--- src/rtl/rf_writeback_pkg.sv ---
// Shared widths, pointer type and write-request record for the register-file write-back path.
package rf_writeback_pkg;
  localparam int PTR_W     = 5;
  localparam int DATA_W    = 8;
  localparam int LDQ_DEPTH = 4;
  localparam int LDQ_AW    = $clog2(LDQ_DEPTH);

  typedef logic [PTR_W-1:0]  ptr_t;
  typedef logic [DATA_W-1:0] data_t;

  typedef struct packed {
    ptr_t  dest;
    data_t data;
    logic  ovf;
  } wb_req_t;

  // Register 0 is hard-wired, so it never creates a dependency.
  function automatic logic ptr_hit(input ptr_t chk, input ptr_t dest);
    return (chk != '0) && (chk == dest);
  endfunction
endpackage

--- src/rtl/rf_writeback_ldq_fifo.sv ---
// In-order tag FIFO of outstanding load destinations; exposes every slot plus a valid mask
// so the parent can hazard-check all pending loads at once.
module ldq_fifo #(
  parameter int DEPTH = 4,
  parameter int W     = 5
) (
  input  logic                     clk,
  input  logic                     rst_n,
  input  logic                     i_push,
  input  logic [W-1:0]             i_push_dat,
  input  logic                     i_pop,
  output logic [W-1:0]             o_head,
  output logic                     o_full,
  output logic                     o_empty,
  output logic [$clog2(DEPTH):0]   o_count,
  output logic [DEPTH*W-1:0]       o_entries,
  output logic [DEPTH-1:0]         o_entry_vld
);
  localparam int AW = $clog2(DEPTH);

  logic [W-1:0]  r_mem [DEPTH];
  logic [AW-1:0] r_wptr;
  logic [AW-1:0] r_rptr;
  logic [AW:0]   r_cnt;
  logic          w_push;
  logic          w_pop;

  assign o_full  = (r_cnt == (AW+1)'(DEPTH));
  assign o_empty = (r_cnt == '0);
  assign o_count = r_cnt;
  assign o_head  = r_mem[r_rptr];

  // A pop in the same cycle frees the slot a full-queue push needs.
  assign w_pop  = i_pop & ~o_empty;
  assign w_push = i_push & (~o_full | w_pop);

  always_ff @(posedge clk) begin
    if (!rst_n) begin
      r_wptr <= '0;
      r_rptr <= '0;
      r_cnt  <= '0;
    end else begin
      if (w_push) r_wptr <= r_wptr + 1'b1;
      if (w_pop)  r_rptr <= r_rptr + 1'b1;
      case ({w_push, w_pop})
        2'b10:   r_cnt <= r_cnt + 1'b1;
        2'b01:   r_cnt <= r_cnt - 1'b1;
        default: r_cnt <= r_cnt;
      endcase
    end
  end

  always_ff @(posedge clk) begin
    if (w_push) r_mem[r_wptr] <= i_push_dat;
  end

  // Slot i is live when its distance from the read pointer is below the count.
  always_comb begin
    o_entries   = '0;
    o_entry_vld = '0;
    for (int i = 0; i < DEPTH; i++) begin
      o_entries[i*W +: W] = r_mem[i];
      o_entry_vld[i]      = ({1'b0, AW'(AW'(i) - r_rptr)} < r_cnt);
    end
  end
endmodule

--- src/rtl/rf_writeback.sv ---
// Register-file write sequencer: merges ALU results with in-order load returns, flags
// read-after-load hazards and keeps sticky overflow/error flags. Option: RF_WB_BYPASS_EN.
module rf_writeback
  import rf_writeback_pkg::*;
(
  input  logic              clk,
  input  logic              rst_n,
  input  logic              alu_valid,
  input  logic [PTR_W-1:0]  alu_dest,
  input  logic [DATA_W-1:0] alu_data,
  input  logic              alu_ovf,
  input  logic              ld_issue,
  input  logic [PTR_W-1:0]  ld_dest,
  input  logic              mem_valid,
  input  logic [DATA_W-1:0] mem_data,
  input  logic              ovf_clr,
  input  logic [PTR_W-1:0]  chk_a,
  input  logic [PTR_W-1:0]  chk_b,
  output logic [DATA_W-1:0] di,
  output logic              we,
  output logic [PTR_W-1:0]  ptr_w,
  output logic              r_overflow,
  output logic              stall,
  output logic              hazard,
`ifdef RF_WB_BYPASS_EN
  output logic              fwd_a,
  output logic              fwd_b,
  output logic [DATA_W-1:0] fwd_data,
`endif
  output logic              wb_err
);
  wb_req_t                    r_skid;
  logic                       r_skid_vld;
  wb_req_t                    r_wr;
  logic                       r_we;
  logic                       r_err;

  logic [PTR_W-1:0]           w_head;
  logic                       w_full;
  logic                       w_empty;
  logic [LDQ_AW:0]            w_count;
  logic [LDQ_DEPTH*PTR_W-1:0] w_entries;
  logic [LDQ_DEPTH-1:0]       w_entry_vld;

  logic                       w_stall;
  logic                       w_pop;
  logic                       w_push;
  logic                       w_alu_acc;
  wb_req_t                    w_alu_req;
  wb_req_t                    w_commit;
  logic                       w_commit_vld;
  logic                       w_to_skid;
  logic                       w_skid_drain;
  logic                       w_hit_a;
  logic                       w_hit_b;

  ldq_fifo #(
    .DEPTH (LDQ_DEPTH),
    .W     (PTR_W)
  ) u_ldq (
    .clk         (clk),
    .rst_n       (rst_n),
    .i_push      (w_push),
    .i_push_dat  (ld_dest),
    .i_pop       (w_pop),
    .o_head      (w_head),
    .o_full      (w_full),
    .o_empty     (w_empty),
    .o_count     (w_count),
    .o_entries   (w_entries),
    .o_entry_vld (w_entry_vld)
  );

  assign w_stall   = r_skid_vld | (w_count == (LDQ_AW+1)'(LDQ_DEPTH));
  assign w_pop     = mem_valid & ~w_empty;
  assign w_push    = ld_issue & ~r_skid_vld & (~w_full | w_pop);
  assign w_alu_acc = alu_valid & ~w_stall;
  assign w_alu_req = '{dest: alu_dest, data: alu_data, ovf: alu_ovf};

  // Load returns cannot stall, so they always win; a displaced ALU result parks in the skid.
  always_comb begin
    w_commit     = '0;
    w_commit_vld = 1'b0;
    w_to_skid    = 1'b0;
    w_skid_drain = 1'b0;
    if (w_pop) begin
      w_commit     = '{dest: w_head, data: mem_data, ovf: 1'b0};
      w_commit_vld = 1'b1;
      w_to_skid    = w_alu_acc;
    end else if (r_skid_vld) begin
      w_commit     = r_skid;
      w_commit_vld = 1'b1;
      w_skid_drain = 1'b1;
    end else if (w_alu_acc) begin
      w_commit     = w_alu_req;
      w_commit_vld = 1'b1;
    end
  end

  // The write register's ovf field doubles as the sticky overflow flag.
  always_ff @(posedge clk) begin
    if (!rst_n) begin
      r_skid     <= '0;
      r_skid_vld <= 1'b0;
      r_wr       <= '0;
      r_we       <= 1'b0;
      r_err      <= 1'b0;
    end else begin
      if (w_to_skid) begin
        r_skid     <= w_alu_req;
        r_skid_vld <= 1'b1;
      end else if (w_skid_drain) begin
        r_skid_vld <= 1'b0;
      end
      r_we <= w_commit_vld & (w_commit.dest != '0);
      if (w_commit_vld) begin
        r_wr.dest <= w_commit.dest;
        r_wr.data <= w_commit.data;
      end
      if (w_commit_vld & w_commit.ovf) r_wr.ovf <= 1'b1;
      else if (ovf_clr)                r_wr.ovf <= 1'b0;
      if ((mem_valid & w_empty) | (ld_issue & w_full & ~w_pop)) r_err <= 1'b1;
    end
  end

  always_comb begin
    w_hit_a = 1'b0;
    w_hit_b = 1'b0;
    for (int i = 0; i < LDQ_DEPTH; i++) begin
      if (w_entry_vld[i]) begin
        w_hit_a = w_hit_a | ptr_hit(chk_a, w_entries[i*PTR_W +: PTR_W]);
        w_hit_b = w_hit_b | ptr_hit(chk_b, w_entries[i*PTR_W +: PTR_W]);
      end
    end
    if (r_skid_vld) begin
      w_hit_a = w_hit_a | ptr_hit(chk_a, r_skid.dest);
      w_hit_b = w_hit_b | ptr_hit(chk_b, r_skid.dest);
    end
  end

`ifdef RF_WB_BYPASS_EN
  assign fwd_a    = r_we & (r_wr.dest == chk_a);
  assign fwd_b    = r_we & (r_wr.dest == chk_b);
  assign fwd_data = r_wr.data;
  assign hazard   = w_hit_a | w_hit_b;
`else
  // Without forwarding, the write still landing this cycle must also hold decode.
  assign hazard   = w_hit_a | w_hit_b |
                    (r_we & (ptr_hit(chk_a, r_wr.dest) | ptr_hit(chk_b, r_wr.dest)));
`endif

  assign di         = r_wr.data;
  assign we         = r_we;
  assign ptr_w      = r_wr.dest;
  assign r_overflow = r_wr.ovf;
  assign stall      = w_stall;
  assign wb_err     = r_err;
endmodule

--- config.mk ---
export PLATFORM = sky130hd
export DESIGN_NAME = rf_writeback
export DESIGN_NICKNAME = d
export VERILOG_FILES = /design/src/rtl/rf_writeback_pkg.sv /design/src/rtl/rf_writeback_ldq_fifo.sv /design/src/rtl/rf_writeback.sv
export SDC_FILE = /design/constraint.sdc
export NUM_CORES = 1
export LEC_CHECK = 0
export BUFFER_PORTS_ARGS = -buffer_cell sky130_fd_sc_hd__buf_2
export CAP_MARGIN = 20
export CORE_ASPECT_RATIO = 0.8
export CORE_MARGIN = 2
export CORE_UTILIZATION = 55
export DETAILED_ROUTE_END_ITERATION = 16
export PLACE_DENSITY_LB_ADDON = 0.1
export SLEW_MARGIN = 15
export SYNTH_ARGS = -nofsm -noshare
export SYNTH_HDL_FRONTEND = slang
export SYNTH_HIERARCHICAL = 1
export SYNTH_SLANG_ARGS = --single-unit
--- constraint.sdc ---
create_clock -name clk -period 3.5 [get_ports clk]
set_input_delay 0.35 -clock clk [delete_from_list [all_inputs] [get_ports clk]]
set_output_delay 0.35 -clock clk [all_outputs]
set_load 0.05 [all_outputs]
==> flow_summary.json, run 1 <==
{
  "hold_violations": 0,
  "power_mw": 2.760,
  "synthMuxAreaShare_pct": 3.668,
  "synth_ff_type": "dfxtp_1",
  "grt_use_total_pct": 23.71,
  "seq_area_mm2": 0.001401,
  "fillers": 574,
  "globalRouteOverflowTotal": 0,
  "tns_ns": 0,
  "layout_commonest_cell": "buf_2",
  "status": "completed",
  "place.gp.congestion": 0.9101,
  "cts_root_buf": "clkbuf_8",
  "grt_max_degree": 42,
  "numCtsBuffers": 9,
  "die_area_mm2": 0.007243,
  "drcViolationCount": 0,
  "synthXorXnorAreaFrac_pct": 15.26,
  "antenna_found_initial": 0,
  "synth_top_area_share_pct": 22.15,
  "clock_path_buffers": 2,
  "async_reset_ff_share_pct": 0,
  "mostFrequentLayoutCells": "buf_2, xor2_1, nand2_1, dfxtp_1, edfxtp_1",
  "fin_util_pct": 63.60,
  "path_class": "reg2out",
  "max_stage_delay_ns": 0.46,
  "synth_seq_cells": 60,
  "postCtsSetupBuffers": 0,
  "r2r_slack_ns": 0.85,
  "worst_clock_skew_ns": 0.008248,
  "area_growth_pct": 12.15,
  "hold_class": "in2reg",
  "dp_hpwl_um": 6049,
  "worst_ir_drop_vdd_mv": 0.4687,
  "synth_warnings": 6,
  "io_buffers": 60,
  "grt_pass1_vias": 2686,
  "synth_area_per_cell_um2": 10.04,
  "grt_setup_unrepaired": "no",
  "netlist_instances": 360,
  "wl_um": 8247,
  "n_antenna_cell": 0,
  "maxSlewViolCount": 0,
  "drtAntennaViolNets": 0,
  "avgViaCountPerCell": 5.541,
  "yosysTopAreaCell": "dfxtp_1",
  "yosys.area_share.simple_pct": 17.68,
  "grt_pass1_wl_um": 13280,
  "drt_iter0_drc": 123,
  "worstPathMaxFanout": 5,
  "clk_pin_slew_ns": 0.07,
  "p_per_area_mw_per_mm2": 680.5,
  "yosysSeqAreaShare_pct": 38.75,
  "finalCritPeriodShare_pct": 79.09,
  "setup_viol": 0,
  "synth_compound_area_share_pct": 15.02,
  "drv_cap": 0,
  "required_ns": 3.15,
  "hold_buffers": 0,
  "rows": 26,
  "wire_per_inst_um": 16.53,
  "drive_gt1_share_pct": 25.54,
  "synth_area_leaders": "dfxtp_1, edfxtp_1, xor2_1",
  "htreeDepth": 3,
  "synth_edf_count": 20,
  "synth_fp_nets": 413,
  "p_leak_nw": 1.610,
  "io_pins": 61,
  "firstDrtPassIters": 5,
  "vias": 2765,
  "maxSlewHeadroom_pct": 56.04,
  "max_freq_ghz": 0.3613,
  "worst_pin_slew_ns": 0.6594,
  "die_height_um": 76.52,
  "path_cells": "inv_1, ha_1, a21oi_1, o21bai_1, nand3_1, and4_1, o211ai_2, buf_2",
  "syn-cell-area_mm2": 0.003616,
  "dieWidth_um": 94.66,
  "nNetsFinal": 463,
  "cp_slowest_cell": "dfxtp_1",
  "synth_cell_type_count": 54,
  "clk_latency_ns": 0.34,
  "yosys.area_share.adder_pct": 3.668,
  "fp.coreArea_mm2": 0.006376,
  "end_kind": "output port",
  "start_kind": "register",
  "whs_ns": 0.2280,
  "multiInputGateArea_mm2": 0.001999,
  "cts_tree": "done",
  "min_period_ns": 2.768,
  "synth_top_family_by_area": "simple AND/OR/NAND/NOR gates",
  "post_cts_resized": 0,
  "cp.arrival_ns": 2.42,
  "start_util_pct": 56.71,
  "cts.sinks": 60
}
[report_power, final]
group	internal, mW	leakage, nW	switching (mW)	total (mW)
logic	0.416	1.01	0.747	1.16
registers	0.858	0.511	0.149	1.01
clock network	0.321	0.0911	0.268	0.590
total	1.59	1.61	1.16	2.76
[routing by layer]
layer  track usage [%]  vias up  wire length (um)
met5                 0        -                 0
met4             5.797        0                99
met1             34.43     1305              3913
li1                  -     1367                 -
met3             5.935       10               521
met2             35.46       83              3712
[cells by family (layout without fill, tap and decap cells)]
logic type / after synthesis / in the layout
flip-flops: 60 / 60
buffers and inverters: 35 / 90
adder cells (fa/ha/maj): 10 / 10
XOR/XNOR: 63 / 63
multiplexers: 7 / 7
AO/OA/AOI/OAI: 68 / 68
AND/OR/NAND/NOR: 117 / 117
[state kept, by name, indices dropped and copies added (netlist names), named ones only]
name	cells
u_ldq/r_wptr	2
u_ldq/r_rptr	2
ptr_w	5
r_overflow	1
r_skid_vld	1
r_skid	14
u_ldq/r_mem	20
u_ldq/o_count	3
we	1
di	8
wb_err	1
[cells in the mapped netlist, drive strengths merged (5+ instances only)]
master   n
xnor2   17
buf     20
nand3   10
inv     11
nor4    13
edfxtp  20
xor2    46
dfxtp   40
a221oi  10
a21oi   11
and2     8
nor2    19
ha       9
mux4     5
a21boi  20
o21ai   10
o221ai   6
nand2   44
[critical path, delay by kind of cell, from the launching register on]
kind | cells | cell delay [ns]
AO/OA/AOI/OAI | 3 | 0.47
adder cells (fa/ha/maj) | 1 | 0.34
buffers and inverters | 2 | 0.46
flip-flops | 1 | 0.46
AND/OR/NAND/NOR | 2 | 0.35
[worst paths after layout]
| path | cells after the start | start | endpoint |
|---|---|---|---|
| worst min-delay path | 1 | ld_dest[1] | u_ldq/r_mem[0][1] |
| worst max-delay path | 8 | u_ldq/o_count[1] | hazard |
| worst max register to register | 11 | u_ldq/o_count[0] | u_ldq/o_count[2] |
| worst min register to register | 2 | di[7] | di[7] |
[metrics by stage]
step	instances	instance area [um^2]	worst slack, ns
3_5_place_dp	483	3872	0.8455
4_1_cts	499	4055	0.7186
2_1_floorplan	360	3616	0.6261
5_1_grt	499	4055	0.6105
6_report	499	4055	0.7319
3_3_place_gp	483	3872	0.9667
[final cells by class]
type / instances / area share, %
clock buffers: 10 / 3.147
clock inverters: 6 / 1.358
repair buffers: 63 / 7.961
multi-input cells: 265 / 49.31
flip-flops and latches: 60 / 34.56
well taps: 84 / 2.592
inverters: 11 / 1.080
(Power assumes the default switching activity.)
==> run 2: changes to the inputs <==
--- a/config.mk
+++ b/config.mk
@@ -9,7 +9,7 @@
 export CAP_MARGIN = 20
 export CORE_ASPECT_RATIO = 0.8
 export CORE_MARGIN = 2
-export CORE_UTILIZATION = 55
+export CORE_UTILIZATION = 51
 export DETAILED_ROUTE_END_ITERATION = 16
 export PLACE_DENSITY_LB_ADDON = 0.1
 export SLEW_MARGIN = 15
==> constraint.sdc (replaced) <==
create_clock -name clk -period 2.35 [get_ports clk]
set_input_delay 0.235 -clock clk [delete_from_list [all_inputs] [get_ports clk]]
set_output_delay 0.235 -clock clk [all_outputs]
set_load 0.05 [all_outputs]
==> run 2 against run 1 <==
Effect of this change:
- the run now ends with setup timing left
- core utilization is 1.2 points lower
- first-iteration DRC count is 50% higher
- power is 68% higher
- sequential share of layout area is 1.7 points lower
==> flow_summary.json, run 2 (synthesis results as in run 1) <==
{
  "status": "complete, but fails checks",
  "violations": "setup timing",
  "hold_violations": 0,
  "numCtsBuffers": 9,
  "die_height_um": 79.32,
  "wl_um": 8357,
  "dieWidth_um": 98.14,
  "placed_cell_area_mm2": 0.003983,
  "p_per_area_mw_per_mm2": 1080,
  "start_util_pct": 52.47,
  "required_ns": 2.12,
  "finalWorstSetupSlack_ns": -0.09418,
  "tns_ns": -0.09418,
  "stdcell_area_mm2": 0.004302,
  "clk_latency_ns": 0.34,
  "drtAntennaViolNets": 0,
  "clk_pin_slew_ns": 0.07,
  "path_delay_family": "simple AND/OR/NAND/NOR gates",
  "grt_pass1_vias": 2679,
  "r2r_slack_ns": 0.09,
  "globalRouteOverflowTotal": 0,
  "cp.arrival_ns": 2.21,
  "worstPathMaxFanout": 2,
  "mostFrequentLayoutCells": "buf_2, xor2_1, nand2_1, dfxtp_1, edfxtp_1",
  "max_freq_ghz": 0.4091,
  "cts.sinks": 60,
  "n_antenna_cell": 0,
  "worst_pin_slew_ns": 0.4510,
  "grt_setup_unrepaired": "yes",
  "path_cells": "xnor2_4, buf_4, ha_1, a21oi_1, or2_2, nand3_1, nand3_1, o22ai_1, o211ai_2, buf_6",
  "regMostFlops": "u_ldq/r_mem",
  "cts_tree": "done",
  "avgViaCountPerCell": 5.558,
  "finalCritPeriodShare_pct": 104.0,
  "firstDrtPassIters": 4,
  "maxSlewHeadroom_pct": 69.73,
  "place.gp.congestion": 0.8881,
  "largest_reg_flops": 20,
  "worstReg2RegStart": "u_ldq/o_count[2]",
  "htreeDepth": 3,
  "nNetsFinal": 475,
  "grt_use_total_pct": 22.48,
  "drive_gt1_share_pct": 31.15,
  "dp_hpwl_um": 6254,
  "cts_root_buf": "clkbuf_8",
  "worst_ir_drop_vdd_mv": 0.5626,
  "start_kind": "register",
  "critPathLaunch": "u_ldq/r_rptr[0]",
  "fin_util_pct": 62.42,
  "maxSlewViolCount": 0,
  "drcViolationCount": 0,
  "vias": 2857,
  "wire_per_inst_um": 16.26,
  "worst-path-stages": 10,
  "io_buffers": 60,
  "die_area_mm2": 0.007784,
  "endpoint": "hazard",
  "grt_max_degree": 26,
  "clock_path_buffers": 2,
  "cpMostUsedCell": "nand3_1",
  "cp_slowest_cell": "dfxtp_4",
  "min_period_ns": 2.444,
  "pre_cts_slack_ns": 0.08286,
  "critPathBufInv": 2,
  "setup_viol": 1,
  "layout_commonest_cell": "buf_2",
  "p_leak_nw": 1.730,
  "worst_clock_skew_ns": 0.007692,
  "max_stage_delay_ns": 0.37,
  "r2r_cells": 11,
  "hold_class": "in2reg",
  "grt_pass1_wl_um": 13630,
  "area_growth_pct": 18.96,
  "fp.coreArea_mm2": 0.006892,
  "drt_iter0_drc": 184,
  "io_pins": 61,
  "path_class": "reg2out",
  "end_kind": "output port",
  "whs_ns": 0.1103,
  "antenna_found_initial": 0,
  "drv_cap": 0,
  "rows": 27,
  "r2r_end": "u_ldq/o_count[2]"
}
run 2: per-stage QoR:
stage / power, mW / instances
final: 4.644 / 514
after global routing: 4.916 / 514
after CTS: 4.662 / 514
after detailed placement: 3.371 / 496
after global placement: 3.338 / 496
after floorplan: 2.966 / 360
run 2: worst min path at each step:
stage                     slack, ns  startpoint                end  cells past startpoint
after floorplan                0.33  ld_dest[0]  u_ldq/r_mem[0][0]                      0
after global placement         0.44       di[5]              di[5]                      2
after global routing           0.09  ld_dest[2]  u_ldq/r_mem[0][2]                      1
after CTS                      0.09  ld_dest[2]  u_ldq/r_mem[0][2]                      1
after detailed placement       0.45   r_skid[6]          r_skid[6]                      2
final                          0.11  ld_dest[2]  u_ldq/r_mem[0][2]                      1
run 2: power by group:
group,switching (mW),internal (mW)
registers,0.208,1.28
logic,1.17,0.740
clock network,0.425,0.818
total,1.80,2.84
run 2: timing repair:
action                     in CTS  in global routing
gates resized for setup         8                  2
hold buffers                    0                  0
pin swaps                       2                  0
cloned                          0                  0
buffers inserted                2                  0
setup endpoints to repair       1                  1
run 2: layer usage:
layer | routed length (um) | vias to the layer above | track usage, %
met4 | 93 | 0 | 6.164
met2 | 3676 | 80 | 32.47
met3 | 551 | 11 | 6.866
met5 | 0 | - | 0
li1 | - | 1395 | -
met1 | 4035 | 1371 | 32.68
run 2: layout make-up:
class                      instances  area [um^2]
sequential                        60         1411
tap                               87        108.9
timing repair buffer              75        419.2
clock buffer                       9        123.9
fill                             600         2590
clock inverter                     7        146.4
inverter                          11        43.79
multi-input combinational        265         2048
